File: src/rtl/reg_ext_fifo_pkg.sv
// Shared definitions for the extending load FIFO and its helper blocks.
package reg_ext_fifo_pkg;

  // Extension mode carried alongside each loaded word
  localparam logic EXT_ZERO = 1'b0;
  localparam logic EXT_SIGN = 1'b1;

  // Width needed to report storage occupancy plus the output-stage word
  function automatic int count_width(input int depth);
    return $clog2(depth + 2);
  endfunction

endpackage

File: src/rtl/sign_ext.sv
// Combinational widener: zero- or sign-extends an IN_W word to OUT_W bits.
module sign_ext
  import reg_ext_fifo_pkg::*;
#(
  parameter int IN_W  = 8,
  parameter int OUT_W = 16
) (
  input  logic [IN_W-1:0]  X,
  input  logic             SX,
  output logic [OUT_W-1:0] ext
);

  generate
    if (OUT_W > IN_W) begin : g_widen
      logic fill;
      // Fill bit is the input MSB only in sign mode
      assign fill = (SX == EXT_SIGN) & X[IN_W-1];
      assign ext  = {{(OUT_W - IN_W){fill}}, X};
    end else begin : g_same
      // Equal widths: plain pass-through, mode has no effect
      logic unused_sx;
      assign unused_sx = SX;
      assign ext       = X;
    end
  endgenerate

endmodule

File: src/rtl/reg_ext_fifo.sv
// Load buffer: extends each loaded word, queues up to DEPTH of them behind a
// registered output stage and hands them out with a valid/consume handshake.
module reg_ext_fifo
  import reg_ext_fifo_pkg::*;
#(
  parameter int IN_W  = 8,
  parameter int OUT_W = 16,
  parameter int DEPTH = 4
) (
  input  logic                            clk,
  input  logic                            rst_n,
  input  logic [IN_W-1:0]                 X,
  input  logic                            LX,
  input  logic                            SX,
  input  logic                            RD,
  input  logic                            CLR,
  output logic [OUT_W-1:0]                C,
  output logic                            vld,
  output logic                            full,
  output logic                            empty,
  output logic [count_width(DEPTH)-1:0]   count,
  output logic                            ovf
);

  localparam int PW = $clog2(DEPTH);
  localparam int SW = $clog2(DEPTH + 1);
  localparam int CW = count_width(DEPTH);

  // Storage (contents need no reset) and registered state
  logic [OUT_W-1:0] mem [DEPTH];
  logic [PW-1:0]    rd_q, rd_d;
  logic [PW-1:0]    wr_q, wr_d;
  logic [SW-1:0]    scnt_q, scnt_d;
  logic [OUT_W-1:0] c_q, c_d;
  logic             vld_q, vld_d;
  logic             ovf_q, ovf_d;

  logic [OUT_W-1:0] ext;
  logic             full_w;
  logic             push;
  logic             take;
  logic             reload;
  logic             pop;
  logic             bypass;
  logic             wr_en;

  sign_ext #(
    .IN_W  (IN_W),
    .OUT_W (OUT_W)
  ) u_sign_ext (
    .X   (X),
    .SX  (SX),
    .ext (ext)
  );

  // Status comes only from registered state, so no LX/RD -> status path
  assign full_w = (scnt_q == SW'(DEPTH));
  assign push   = LX & ~full_w & ~CLR;
  assign take   = RD & vld_q;
  assign reload = ~vld_q | take;

  // Next-state: flush first, then output reload (head or bypass), then tail write
  always_comb begin
    c_d    = c_q;
    vld_d  = vld_q;
    rd_d   = rd_q;
    wr_d   = wr_q;
    scnt_d = scnt_q;
    ovf_d  = ovf_q;
    pop    = 1'b0;
    bypass = 1'b0;
    wr_en  = 1'b0;
    if (CLR) begin
      scnt_d = '0;
      rd_d   = '0;
      wr_d   = '0;
      vld_d  = 1'b0;
      ovf_d  = 1'b0;
    end else begin
      // A load that finds storage full is lost; remember it
      if (LX && full_w) begin
        ovf_d = 1'b1;
      end
      if (reload) begin
        if (scnt_q != '0) begin
          c_d   = mem[rd_q];
          rd_d  = rd_q + PW'(1);
          vld_d = 1'b1;
          pop   = 1'b1;
        end else if (push) begin
          // Nothing queued ahead of it: skip storage to keep 1-cycle latency
          c_d    = ext;
          vld_d  = 1'b1;
          bypass = 1'b1;
        end else begin
          vld_d = 1'b0;
        end
      end
      if (push && !bypass) begin
        wr_en = 1'b1;
        wr_d  = wr_q + PW'(1);
      end
      case ({wr_en, pop})
        2'b10:   scnt_d = scnt_q + SW'(1);
        2'b01:   scnt_d = scnt_q - SW'(1);
        default: scnt_d = scnt_q;
      endcase
    end
  end

  // Control and output-stage registers, cleared asynchronously
  always_ff @(posedge clk or negedge rst_n) begin
    if (!rst_n) begin
      rd_q   <= '0;
      wr_q   <= '0;
      scnt_q <= '0;
      c_q    <= '0;
      vld_q  <= 1'b0;
      ovf_q  <= 1'b0;
    end else begin
      rd_q   <= rd_d;
      wr_q   <= wr_d;
      scnt_q <= scnt_d;
      c_q    <= c_d;
      vld_q  <= vld_d;
      ovf_q  <= ovf_d;
    end
  end

  // Tail write of an already-extended word
  always_ff @(posedge clk) begin
    if (wr_en) begin
      mem[wr_q] <= ext;
    end
  end

  assign C     = c_q;
  assign vld   = vld_q;
  assign full  = full_w;
  assign empty = (scnt_q == '0) & ~vld_q;
  assign count = CW'(scnt_q) + CW'(vld_q);
  assign ovf   = ovf_q;

endmodule
File: config.mk
export PLATFORM = sky130hd
export DESIGN_NAME = reg_ext_fifo
export DESIGN_NICKNAME = d
export VERILOG_FILES = /design/src/rtl/reg_ext_fifo_pkg.sv /design/src/rtl/sign_ext.sv /design/src/rtl/reg_ext_fifo.sv
export SDC_FILE = /design/constraint.sdc
export NUM_CORES = 1
export LEC_CHECK = 0
export CAP_MARGIN = 20
export CORE_UTILIZATION = 32
export DETAILED_ROUTE_END_ITERATION = 10
export HOLD_SLACK_MARGIN = 0.06
export MAX_ROUTING_LAYER = met4
export PLACE_DENSITY_LB_ADDON = 0.12
export SETUP_SLACK_MARGIN = 0.05
export SLEW_MARGIN = 30
export SYNTH_ARGS = -nofsm -noshare
export SYNTH_HDL_FRONTEND = slang
export SYNTH_SLANG_ARGS = --single-unit
File: constraint.sdc
create_clock -name clk -period 3.05 [get_ports clk]
set_input_delay 0.4575 -clock clk [delete_from_list [all_inputs] [get_ports clk]]
set_output_delay 0.4575 -clock clk [all_outputs]
set_load 0.005 [all_outputs]
==> metrics.md <==
| Metric | Value |
|---|---|
| # fillers | 692 |
| Sequential cell area | 1531 µm² |
| Placed cells | 285 |
| Number of maximum-capacitance violations | 0 |
| Share of the yosys chip area belonging to registers | about 64% |
| Cell with the most instances after synthesis | edfxtp_1 |
| Maximum number of pins on one net before global-route repair | 19 |
| Final number of hold-violating endpoints | 0 |
| Number of rows created at floorplan | 31 |
| Min-Delay Path Class | in2async |
| Worst max-slew margin expressed relative to the limit | 54.70% |
| Setup repair after global routing missed its margin | false |
| Leakage | about 1.1 nW |
| Post-route non-filler standard cell count | approximately 300 |
| Wire per inst | 16.71 µm |
| Slowest CP cell | clkdlybuf4s50_1 |
| Insertion delay to the later sink of the worst-skew pair | 0.31 ns |
| Category of the worst setup path capture point | output pin |
| Initial core utilization | 33.02% |
| Gate Count Post-Synth | 158 |
| Die Wd | 88.28 µm |
| Post-Place Setup Slack | 0.4896 ns |
| Result of the run | completed |
| Largest voltage drop on the vdd net | 0.2742 mV |
| Router iterations before antenna repair | 4 |
| Detailed-route vias per instance | between 4 and 5 |
| DRT Wirelength | approximately 5000 µm |
| CTS Sinks | 54 |
| Met3 capacity usage during global routing | 3.078% |
| Quantity of gates resized following cts | 0 |
| DR iter-0 viols | 70 |
| Mapped Area | between 2000 and 2500 µm² |
| Number of post-CTS setup repair buffers | 0 |
| ANT cells | 0 |
| Number of global-route vias before repair | 1436 |
| Shortest period the worst path allows | 2.354 ns |
| First-pass GRT wire length | 7817 µm |
| Largest fanout on the critical path | 8 |
| Root cell of the clock tree | clkbuf_8 |
| Vias post-DR | 1402 |
| Dominant cells by area after synthesis | edfxtp_1 45%, dfrtp_1 19%, mux4_2 8.5% |
| Required time of the worst setup path | approximately 2.6 ns |
| Total die area | slightly below 8000 µm² |
| Number of different library cells in the post-synthesis netlist | 33 |
| Clock skew | 0.01546 ns |
| Chain of cells forming the critical path | ha_1, ha_1, xor2_1, clkdlybuf4s50_1 |
| Cell accounting for the most synthesized area | edfxtp_1 |
| Final Hold Slack | 0.08977 ns |
| Clock-pin transition on the worst setup and hold timing paths | 0.10 ns |
| Transition time at the pin with the least slew margin | 0.6795 ns |
| Delay contributed by the slowest stage of the critical path | 0.52 ns |
| Global placement routability congestion | 0.7781 |
| Overall overflow remaining after global route | 0 |
| CTS tree | done |
| DIE HEIGHT | 88.28 µm |
| Global Route met1 Usage | 20.13% |
| Minimum setup slack among reg-to-reg paths | 0.84 ns |
| Number of top-level pins | 37 |
| Sum Neg Setup Slack | 0 ns |
| Fin crit share | 77.19% |
| Post-route antenna net violation count | 0 |
| Most used flip-flop cell after synthesis | edfxtp_1 |
| Area Overhead vs Synth | 22.06% |
| Maximum number of buffers from clock root to sink | 2 |
| Number of synthesized register bits | 54 |
| Peak Freq | 0.4247 GHz |
| Initial antenna violation count | 0 |
| Number of flops mapped to enable cells by yosys | 36 |
| Nets | approximately 210 |
| Met2 usage | between 20% and 30% |
| Routing layer with the top usage in global route | met2 |
| Final-report setup violation count | 0 |
| Detailed placer's ending HPWL | 3357 µm |
| Total CTS buffers | 5 |
| Kind of start point of the critical path | flop |
| Syn_nets | 179 |
| Area share of the leading cell type in the synthesized netlist | 45.38% |
| Overall Power | 2.349 mW |
| Final number of max-transition violations | 0 |
| Number of I/O port buffers | 36 |
| Combined area of the multi-input logic cells | ~740 µm² |
| Final setup margin | 0.6956 ns |
| Fraction of final layout cells sized beyond drive strength 1 | 13.92% |
| Cell area power density | just over 800 nW/µm² |
| Mapped Avg Cell Area | around 15 µm² |
| Hold buffer count at cts | 0 |
| Endpoint arrival time on the critical path | 1.90 ns |
| Crit Path Category | reg2out |
| List of most frequent post-synthesis cells | 36 x edfxtp_1, 18 x dfrtp_1, 11 x nor2_1 |
| Yosys warning total | 0 |
| Total core area | 7214 µm² |
| Drc violations | 0 |
| Most frequent cell on the critical path | ha_1 |
| Number of H-tree levels | 2 |
| Proportion of register bits with asynchronous set or reset after synthesis | approximately 33% |
| Aggregate global-route resource usage | 14.57% |
through the flow:
stage          area (µm²)  util [%]
6_report             2908     40.31
5_1_grt              2908     40.31
4_1_cts              2908     40.31
3_5_place_dp         2819     39.07
3_3_place_gp         2824     39.14
2_1_floorplan        2382         -
worst paths after layout:
| check | startpoint | endpoint | depth (start not counted) |
|---|---|---|---|
| max | scnt_q[0] | count[2] | 4 |
| min | rst_n | C[14] | 1 |
| max reg2reg | scnt_q[1] | scnt_q[2] | 6 |
| min reg2reg | ovf | ovf | 2 |
| max in group asynchronous | rst_n | C[2] | 1 |
| min in group clk | ovf | ovf | 2 |
worst max-delay path: cells and delay by family (launching register included):
family / cells / cell delay [ns]
flops: 1 / 0.50
xor+xnor: 1 / 0.15
fa+ha+maj: 2 / 0.41
buf+inv: 1 / 0.52
report_power, final:
part | total [mW] | switching (mW) | internal, mW
logic | 0.917 | 0.366 | 0.551
clock network | 0.395 | 0.233 | 0.162
registers | 1.04 | 0.143 | 0.894
routing by layer:
| layer | wire, µm | share of wire [%] |
|---|---|---|
| met1 | 2219 | 45 |
| met2 | 2375 | 49 |
| met3 | 219 | 4.5 |
| met4 | 80 | 1.6 |
| met5 | 0 | 0 |
sequential cells by signal, indices dropped and copies added (netlist names):
signal,cells
wr_q,2
C,9
vld,1
rd_q,2
mem,36
scnt_q,3
ovf,1
cell families (layout without fill, tap and decap cells):
logic type / Yosys count / after routing / share of synthesized area (%)
fa+ha+maj: 7 / 7 / 3.992
compound gates: 28 / 28 / 8.456
simple gates: 35 / 35 / 7.878
flops: 54 / 54 / 64.29
xor+xnor: 3 / 3 / 1.103
mux: 12 / 12 / 9.821
buf+inv: 19 / 55 / 4.465
final cells by class:
cell class / count / area share (%)
flip-flops and latches: 54 / 52.67
multi-input cells: 85 / 25.60
repair buffers: 42 / 13.77
well taps: 99 / 4.260
clock buffers: 5 / 2.367
clock inverters: 3 / 0.6885
inverters: 5 / 0.6454
layout by cell type (no fill, tap or decap), types with 2 or more instances in the layout:
| cell | instances |
|---|---|
| nor2b_1 | 2 |
| ha_1 | 6 |
| o22ai_1 | 10 |
| and2_1 | 4 |
| nand3_1 | 2 |
| nor3_2 | 2 |
| inv_1 | 5 |
| dfrtp_1 | 18 |
| nor2_1 | 11 |
| nand2_1 | 4 |
| clkbuf_8 | 5 |
| edfxtp_1 | 36 |
| clkdlybuf4s50_1 | 35 |
| mux2i_1 | 2 |
| or3_1 | 2 |
| buf_4 | 6 |
| a21oi_1 | 4 |
| a2bb2oi_1 | 9 |
| xor2_1 | 2 |
| mux4_2 | 9 |
| nor3_1 | 3 |
| nor3b_1 | 2 |
Note: power is estimated with default switching activity, not from simulation.
